## config.mk

```make
export PLATFORM = sky130hd
export DESIGN_NAME = bram_stream_reader_flat
export DESIGN_NICKNAME = d
export VERILOG_FILES = /design/src/rtl/bram_stream_reader_if.sv /design/src/rtl/bram_stream_reader.sv /design/src/flat_wrapper.sv
export SDC_FILE = /design/constraint.sdc
export NUM_CORES = 1
export LEC_CHECK = 0
export CORE_ASPECT_RATIO = 0.7
export CORE_MARGIN = 8
export CORE_UTILIZATION = 52
export CTS_BUF_LIST = sky130_fd_sc_hd__clkbuf_8 sky130_fd_sc_hd__clkbuf_16
export DETAILED_ROUTE_END_ITERATION = 10
export PLACE_DENSITY = 0.84
export SYNTH_ARGS = -nofsm -noshare
export SYNTH_HDL_FRONTEND = slang
export SYNTH_SLANG_ARGS = --single-unit
```

## constraint.sdc

```tcl
create_clock -name clk -period 5.7 [get_ports clk]
set_input_delay 0.57 -clock clk [delete_from_list [all_inputs] [get_ports clk]]
set_output_delay 0.57 -clock clk [all_outputs]
set_load 0.01 [all_outputs]
```

## src/rtl/bram_stream_reader_if.sv

```systemverilog
// Valid/ready stream carrying RAM words with a last-beat marker.
interface bram_stream_reader_if #(
  parameter int DW = 8
);
  logic          m_valid;
  logic          m_ready;
  logic [DW-1:0] m_data;
  logic          m_last;

  modport master (output m_valid, output m_data, output m_last, input m_ready);
  modport slave  (input m_valid, input m_data, input m_last, output m_ready);
endinterface

```

## src/rtl/bram_stream_reader.sv

```systemverilog
// Sweeps a contiguous RAM address range and streams the read words through a
// 2-entry buffer, absorbing the RAM's one-cycle read latency.
module bram_stream_reader #(
  parameter int AW = 4,
  parameter int DW = 8
) (
  input  logic          clk,
  input  logic          rst_n,
  input  logic          start,
  input  logic [AW-1:0] base_addr,
  input  logic [AW:0]   length,
  output logic          busy,
  output logic          done,
  output logic          ram_we,
  output logic [AW-1:0] ram_addr,
  output logic [DW-1:0] ram_din,
  input  logic [DW-1:0] ram_dout,
  bram_stream_reader_if.master m
);

  typedef enum logic [1:0] {IDLE, RUN, DRAIN} state_e;

  state_e               state_q, state_d;
  logic [AW-1:0]        ptr_q, ptr_d;
  logic [AW:0]          rem_q, rem_d;
  logic                 rd_pend_q, rd_pend_d;
  logic                 last_pend_q, last_pend_d;
  logic [1:0][DW-1:0]   data_q, data_d;
  logic [1:0]           last_q, last_d;
  logic [1:0]           count_q, count_d;
  logic                 busy_q, busy_d;
  logic                 done_q, done_d;

  logic                 pop;
  logic                 push;
  logic                 issue;
  logic [2:0]           occ;
  logic [1:0]           fill;

  assign ram_we   = 1'b0;
  assign ram_din  = '0;
  assign ram_addr = ptr_q;
  assign busy     = busy_q;
  assign done     = done_q;

  assign m.m_valid = (count_q != 2'd0);
  assign m.m_data  = data_q[0];
  assign m.m_last  = (count_q != 2'd0) & last_q[0];

  always_comb begin
    pop  = m.m_valid & m.m_ready;
    push = rd_pend_q;
    // Credit: buffered words plus the read in flight, net of this cycle's pop.
    occ   = 3'({1'b0, count_q}) + 3'({2'b00, rd_pend_q}) - 3'({2'b00, pop});
    issue = (state_q == RUN) && (rem_q != '0) && (occ < 3'd2);
    fill  = count_q - {1'b0, pop};

    state_d     = state_q;
    ptr_d       = ptr_q;
    rem_d       = rem_q;
    busy_d      = busy_q;
    done_d      = 1'b0;
    rd_pend_d   = issue;
    last_pend_d = issue && (rem_q == (AW+1)'(1));
    data_d      = data_q;
    last_d      = last_q;
    count_d     = count_q + {1'b0, push} - {1'b0, pop};

    if (issue) begin
      ptr_d = ptr_q + AW'(1);
      rem_d = rem_q - (AW+1)'(1);
    end

    unique case (state_q)
      IDLE: begin
        if (start) begin
          if (length != '0) begin
            state_d = RUN;
            ptr_d   = base_addr;
            rem_d   = length;
            busy_d  = 1'b1;
          end else begin
            done_d = 1'b1;
          end
        end
      end
      RUN: begin
        if (issue && (rem_q == (AW+1)'(1))) state_d = DRAIN;
      end
      DRAIN: begin
        if (pop && last_q[0]) begin
          state_d = IDLE;
          busy_d  = 1'b0;
          done_d  = 1'b1;
        end
      end
      default: state_d = IDLE;
    endcase

    // Shift-register FIFO: head is slot 0, a push lands after the survivors.
    if (pop) begin
      data_d[0] = data_q[1];
      last_d[0] = last_q[1];
    end
    if (push) begin
      if (fill == 2'd0) begin
        data_d[0] = ram_dout;
        last_d[0] = last_pend_q;
      end else begin
        data_d[1] = ram_dout;
        last_d[1] = last_pend_q;
      end
    end
  end

  always_ff @(posedge clk) begin
    if (!rst_n) begin
      state_q     <= IDLE;
      ptr_q       <= '0;
      rem_q       <= '0;
      rd_pend_q   <= 1'b0;
      last_pend_q <= 1'b0;
      data_q      <= '0;
      last_q      <= '0;
      count_q     <= '0;
      busy_q      <= 1'b0;
      done_q      <= 1'b0;
    end else begin
      assert (!(push && !pop && (count_q == 2'd2)));
      state_q     <= state_d;
      ptr_q       <= ptr_d;
      rem_q       <= rem_d;
      rd_pend_q   <= rd_pend_d;
      last_pend_q <= last_pend_d;
      data_q      <= data_d;
      last_q      <= last_d;
      count_q     <= count_d;
      busy_q      <= busy_d;
      done_q      <= done_d;
    end
  end

endmodule

```

## src/flat_wrapper.sv

```systemverilog
// flat-port wrapper written by rule: the top's interface ports become plain ports
module bram_stream_reader_flat 
#(
  parameter int AW = 4,
  parameter int DW = 8
)
  (clk, rst_n, start, base_addr, length, busy, done, ram_we, ram_addr, ram_din, ram_dout, m_m_valid, m_m_data, m_m_last, m_m_ready);
  bram_stream_reader_if #(.DW(DW)) m_i ();
  input  logic clk;
  input  logic rst_n;
  input  logic start;
  input  logic [AW-1:0] base_addr;
  input  logic [AW:0] length;
  output logic busy;
  output logic done;
  output logic ram_we;
  output logic [AW-1:0] ram_addr;
  output logic [DW-1:0] ram_din;
  input  logic [DW-1:0] ram_dout;
  output wire logic [$bits(m_i.m_valid)-1:0] m_m_valid;
  output wire logic [$bits(m_i.m_data)-1:0] m_m_data;
  output wire logic [$bits(m_i.m_last)-1:0] m_m_last;
  input wire logic [$bits(m_i.m_ready)-1:0] m_m_ready;
  assign m_m_valid = m_i.m_valid;
  assign m_m_data = m_i.m_data;
  assign m_m_last = m_i.m_last;
  assign m_i.m_ready = m_m_ready;
  bram_stream_reader #(.AW(AW), .DW(DW)) u_core (.clk(clk), .rst_n(rst_n), .start(start), .base_addr(base_addr), .length(length), .busy(busy), .done(done), .ram_we(ram_we), .ram_addr(ram_addr), .ram_din(ram_din), .ram_dout(ram_dout), .m(m_i));
endmodule
```

* After elaboration in Yosys (flattened, before gate mapping)
Cells that the tools add are included.
** Word-level totals
- ROM bits :: 0
- Bits in writable memories :: 0
- Memories kept :: 0
- Latch bits :: 0
- Bits in registers :: 35
** Operators by class
- Equality and inequality tests :: 7
- Multipliers :: 0
- Div/mod/pow operators :: 0
- Magnitude comparators :: 1
- Bitwise operators :: 3
- Mux-type cells :: 27
- $add $sub $neg :: 7
- Reduce and logical (&&, ||, !) cells :: 13
- Shift-type cells :: 0
** Operators with widths (count)
- $mux W8 :: 3
- $mux W5 :: 4
- $mux W4 :: 4
- $reduce_bool A5 Y1 :: 2
- $mux W1 :: 9
- $mux W2 :: 4
- $reduce_and A4 Y1 :: 2
- $ne A2 B1 Y1 const B :: 3
- $pmux W2 S3 :: 1
- $eq A5 B1 Y1 const B :: 1
- $sub A5 B1 Y5 const B :: 1
- $add A4 B1 Y4 const B :: 1
- $logic_and A1 B1 Y1 :: 4
- $logic_not A2 Y1 :: 2
- $pmux W1 S2 :: 2
- $reduce_bool A2 Y1 :: 2
- $sub A2 B1 Y2 :: 2
- $add A2 B1 Y3 :: 1
- $lt A3 B2 Y1 const B :: 1
- $sub A3 B1 Y3 :: 1
- $add A2 B1 Y2 :: 1
- $and A1 B1 Y1 :: 2
- $eq A2 B1 Y1 const B :: 1
- $eq A2 B2 Y1 const B :: 1
- other kinds (3) :: 3

* Depth between registers and ports, before layout
- Depth in word-level cells :: 9
- Mapped depth :: 12

* Worst setup path after synthesis
No wires, ideal clock.
- Path type :: input port to flip-flop
- Start point :: input m_m_ready
- End point :: register u_core.rem_q[2]
- Cell stages on the path :: 12
- Slack :: 3.030 ns
- Arrival :: 2.584 ns
- Cell sequence :: o21a_4 > nand2b_4 > inv_2 > or2_2 > ha_1 > inv_1 > fa_1 > and3b_1 > and3_1 > clkbuf_1 > and4_1 > a211oi_1
** Between the ends
- Cells in the longest elaborated chain, start to end :: 8
** RTL lines
- from (decl) :: RTL line flat_wrapper.sv:23 : input wire logic [$bits(m_i.m_ready)-1:0] m_m_ready;
- $and A1 B1 Y1 (*) :: RTL line bram_stream_reader.sv:51 : pop = m.m_valid & m.m_ready;
- $sub A3 B1 Y3 (*) :: RTL line bram_stream_reader.sv:54 : occ = 3'({1'b0, count_q}) + 3'({2'b00, rd_pend_q}) - 3'({2'b00, pop});
- $lt A3 B2 Y1 (*) :: RTL line bram_stream_reader.sv:55 : issue = (state_q == RUN) && (rem_q != '0) && (occ < 3'd2);
- $logic_and A1 B1 Y1 (*) :: RTL line bram_stream_reader.sv:55
- $mux W5 (*) :: RTL line bram_stream_reader.sv:69 : if (issue) begin
- $mux W5 :: RTL line bram_stream_reader.sv:77 : if (length != '0) begin
- $mux W5 :: RTL line bram_stream_reader.sv:76 : if (start) begin
- $mux W5 (*) :: RTL line bram_stream_reader.sv:74 : unique case (state_q)
- to (signal assigned) :: RTL line bram_stream_reader.sv:132 : rem_q <= rem_d;
- to (decl) :: RTL line bram_stream_reader.sv:25 : logic [AW:0] rem_q, rem_d;
Every way passes the cells marked *; elsewhere a longest branch is shown, timed or not.
A chain may end at the register's enable or synchronous reset.

* Worst setup path in the final report
- Start point :: input m_m_ready
- End point :: register u_core.ptr_q[3] (netlist: u_core.ram_addr[3])
** Between the ends
- Cells in the longest elaborated chain, start to end :: 8
** RTL lines
- $and A1 B1 Y1 (*) :: RTL line bram_stream_reader.sv:51
- $sub A3 B1 Y3 (*) :: RTL line bram_stream_reader.sv:54
- $lt A3 B2 Y1 (*) :: RTL line bram_stream_reader.sv:55
- $logic_and A1 B1 Y1 (*) :: RTL line bram_stream_reader.sv:55
- $mux W4 (*) :: RTL line bram_stream_reader.sv:69
- $mux W4 :: RTL line bram_stream_reader.sv:77
- $mux W4 :: RTL line bram_stream_reader.sv:76
- $mux W4 (*) :: RTL line bram_stream_reader.sv:74
- to (signal assigned) :: RTL line bram_stream_reader.sv:131 : ptr_q <= ptr_d;
- to (decl) :: RTL line bram_stream_reader.sv:24 : logic [AW-1:0] ptr_q, ptr_d;
Marked as above.

==> qor.yml <==
clock_network:
  cts.sinks: 35
  clkTransAtPathRegs_ps: 70
  clockBufferDepth: 2
  cts_setup_buffers: 0
  htree_levels: 2
  cts_made_buffers: 5
  cts_tree: "done"
  ctsResizeCount: 0
  ctsHoldBuffers: 0
  cts_root_buffer: "clkbuf_8"
  clk_latency_ps: 280
worst_hold_path:
  holdPathStages: 2
  hp-class: "flop to flop"
  hp-start: "u_core.last_pend_q$_SDFF_PN0_"
route:
  drc: 0
  drt_iter0_markers: 98
  routed_via_density: 5.40
  first_pass_iters: 4
  vias: 1603
  wl_per_cell_microns: 14.4
  antenna_left: 0
  wirelength_microns: 4270
power_and_ir_drop:
  total_power_mw: 0.871
  cellLeakagePower_nw: 0.820
  max-vdd-ir-drop_mv: 0.192
  powerDensity_nw_per_um2: 393
logic_synthesis:
  syn_inst: 221
  synth_area_per_cell_sq_um: 8.29
  yosys.area.top_type: "dfxtp_1"
  synth_edf_count: 0
  synth_seq_area_share: 0.383
  synth-main-ff-cell: "dfxtp_1"
  synthArstFlopShare: 0
  mappedNetlistArea_sq_um: 1830
  ys_ff_latch: 35
  synth-warning-count: 0
  synth_cell_type_count: 46
  synth.top_cells.by_area: "dfxtp_1, buf_4, nand2_1"
  synth_top_area_frac: 0.383
floorplan:
  num_io_pins: 46
  chipHeight_microns: 65.7
  die_area_sq_um: 5710
  coreArea_sq_um: 3450
  die_w_microns: 86.9
  start_util: 0.532
  rows: 18
grt:
  grt_usage: 0.153
  grt_busiest_layer: "met2"
  grtUsageMet1: 0.182
  grt_max_degree: 35
  use_met2: 0.252
  grt-ovfl-total: 0
  grt_pass1_wl_microns: 6870
  grt_pass1_vias: 1529
  grtUsageMet3: 0.0486
  antenna_found_initial: 0
worst_setup_path:
  worstSetupEndpointType: "flop"
  cp-startpoint: "m_m_ready"
  crit_path_start_kind: "input port"
  reg2reg_slack_ps: 2750
  reg2reg_depth: 11
  crit_arrival_ps: 3500
  r2r_start: "u_core.count_q[1]$_SDFF_PN0_"
  critPathRequiredTime_ps: 5920
  cp_max_fo: 13
  crit_type: "input port to flop"
timing:
  hold_viol_final: 0
  fin_crit_ps: 3280
  slew_headroom: 0.235
  clock_skew_ps: 6.38
  fin_crit_sh: 0.576
  setup_tns_ps: 0
  whs_ps: 473
  finalSetupViolCount: 0
  fmax_mhz: 305
  worstMarginPinSlew_ps: 1140
  slew_violations: 0
  rsz0062_at_grt: "no"
outcome:
  outcome: "finished, final reports clean"
cells_and_area:
  antenna_cells: 0
  drive_gt1_frac: 0.0688
  nets: 274
  syn_to_final_growth_pct: 20.9
  design_area_sq_um: 2210
  fill_cells: 306
placement:
  hpwl_microns: 3000
  numPortBuffers: 36
  gp_congestion: 0.940
  place_area_sq_um: 2110
job:
  drv_cap: 0
## where the power goes
group          internal, mW  switching [mW]
registers             0.291          0.0417
clock network         0.108          0.0841
logic                 0.162           0.185
## metrics by stage
| step | utilization | setup WS, ps | cells |
|---|---|---|---|
| floorplan | - | 3030 | 229 |
| global placement | 0.614 | 2260 | 289 |
| detailed placement | 0.614 | 2170 | 289 |
| CTS | 0.643 | 2440 | 297 |
| global route | 0.643 | 2230 | 297 |
| finish | 0.643 | 2420 | 297 |
## flip-flops by register name, summed over array words and instances, names as in the netlist, 2 cells and up
register         flops
u_core.ram_addr      4
u_core.last_q        2
u_core.state_q       2
u_core.data_q        8
u_core.rem_q         5
u_core.count_q       2
u_core.m.m_data      8
## worst max-delay path, cell delays in order
cell	delay (ps)
clkdlybuf4s50_1	520
o21a_4	250
nand2b_4	70
inv_2	100
or2_2	130
ha_1	140
inv_1	50
fa_1	570
and3b_1	210
nand3_1	300
or3_1	440
a31oi_1	150
## routing by layer
layer  wire, microns  share of wire
met1            1970           0.46
met2            1990           0.47
met3             279          0.065
met4              33         0.0077
met5               0              0
## final timing paths
path	to
max	u_core.ram_addr[3]$_SDFF_PN0_
min	u_core.last_q[1]$_SDFFE_PN0P_
max reg2reg	u_core.ram_addr[3]$_SDFF_PN0_
min reg2reg	u_core.last_q[1]$_SDFFE_PN0P_
## cell families (layout without fill, tap and decap cells)
group           after synthesis  in the layout  share of synthesized area
buf+inv                      36             54                      0.117
simple gates                 87             87                      0.237
xor+xnor                      2              2                    0.00956
flops                        35             35                      0.383
other cells                   1              9                    0.00205
compound gates               52             52                      0.194
fa+ha+maj                     7              7                     0.0519
mux                           1              1                    0.00546
## synthesized netlist by cell type (2+ instances only)
library cell,number
ha_1,6
nand3_1,13
nor2_1,14
or2_2,2
nor3_1,3
o31ai_1,3
inv_1,7
nor2b_1,2
buf_6,2
and3_1,2
a211oi_1,3
clkbuf_1,8
a31oi_1,4
dfxtp_1,35
nand3b_1,2
or4_1,2
o21ai_0,19
nand2b_1,2
a21oi_1,5
nand2_1,34
buf_4,17
a311oi_1,9
xnor2_1,2
and2_1,2
nor4_1,2
## final cells by class
class / count / area [sq um] / share of cell area
inverters: 8 / 30.0 / 0.0136
clock buffers: 7 / 96.3 / 0.0435
clock inverters: 1 / 3.75 / 0.00169
well taps: 50 / 62.6 / 0.0282
repair buffers: 38 / 375 / 0.169
flip-flops and latches: 35 / 701 / 0.316
multi-input cells: 158 / 946 / 0.427
## cells in the final DEF, fill, tap and decap left out, drive strengths merged, types with 2 or more instances in the layout
cell type / synthesis / final
a211oi: 3 / 3
a21oi: 5 / 5
a311oi: 9 / 9
a31oi: 4 / 4
and2: 2 / 2
and3: 2 / 2
buf: 20 / 2
clkbuf: 8 / 7
clkdlybuf4s50: 0 / 36
conb: 1 / 9
dfxtp: 35 / 35
ha: 6 / 6
inv: 8 / 9
nand2: 34 / 34
nand2b: 3 / 3
nand3: 13 / 13
nand3b: 2 / 2
nor2: 14 / 14
nor2b: 2 / 2
nor3: 3 / 3
nor4: 2 / 2
o21a: 2 / 2
o21ai: 19 / 19
o31ai: 4 / 4
or2: 2 / 2
or4: 2 / 2
or4b: 2 / 2
xnor2: 2 / 2
(Power assumes the default switching activity.)
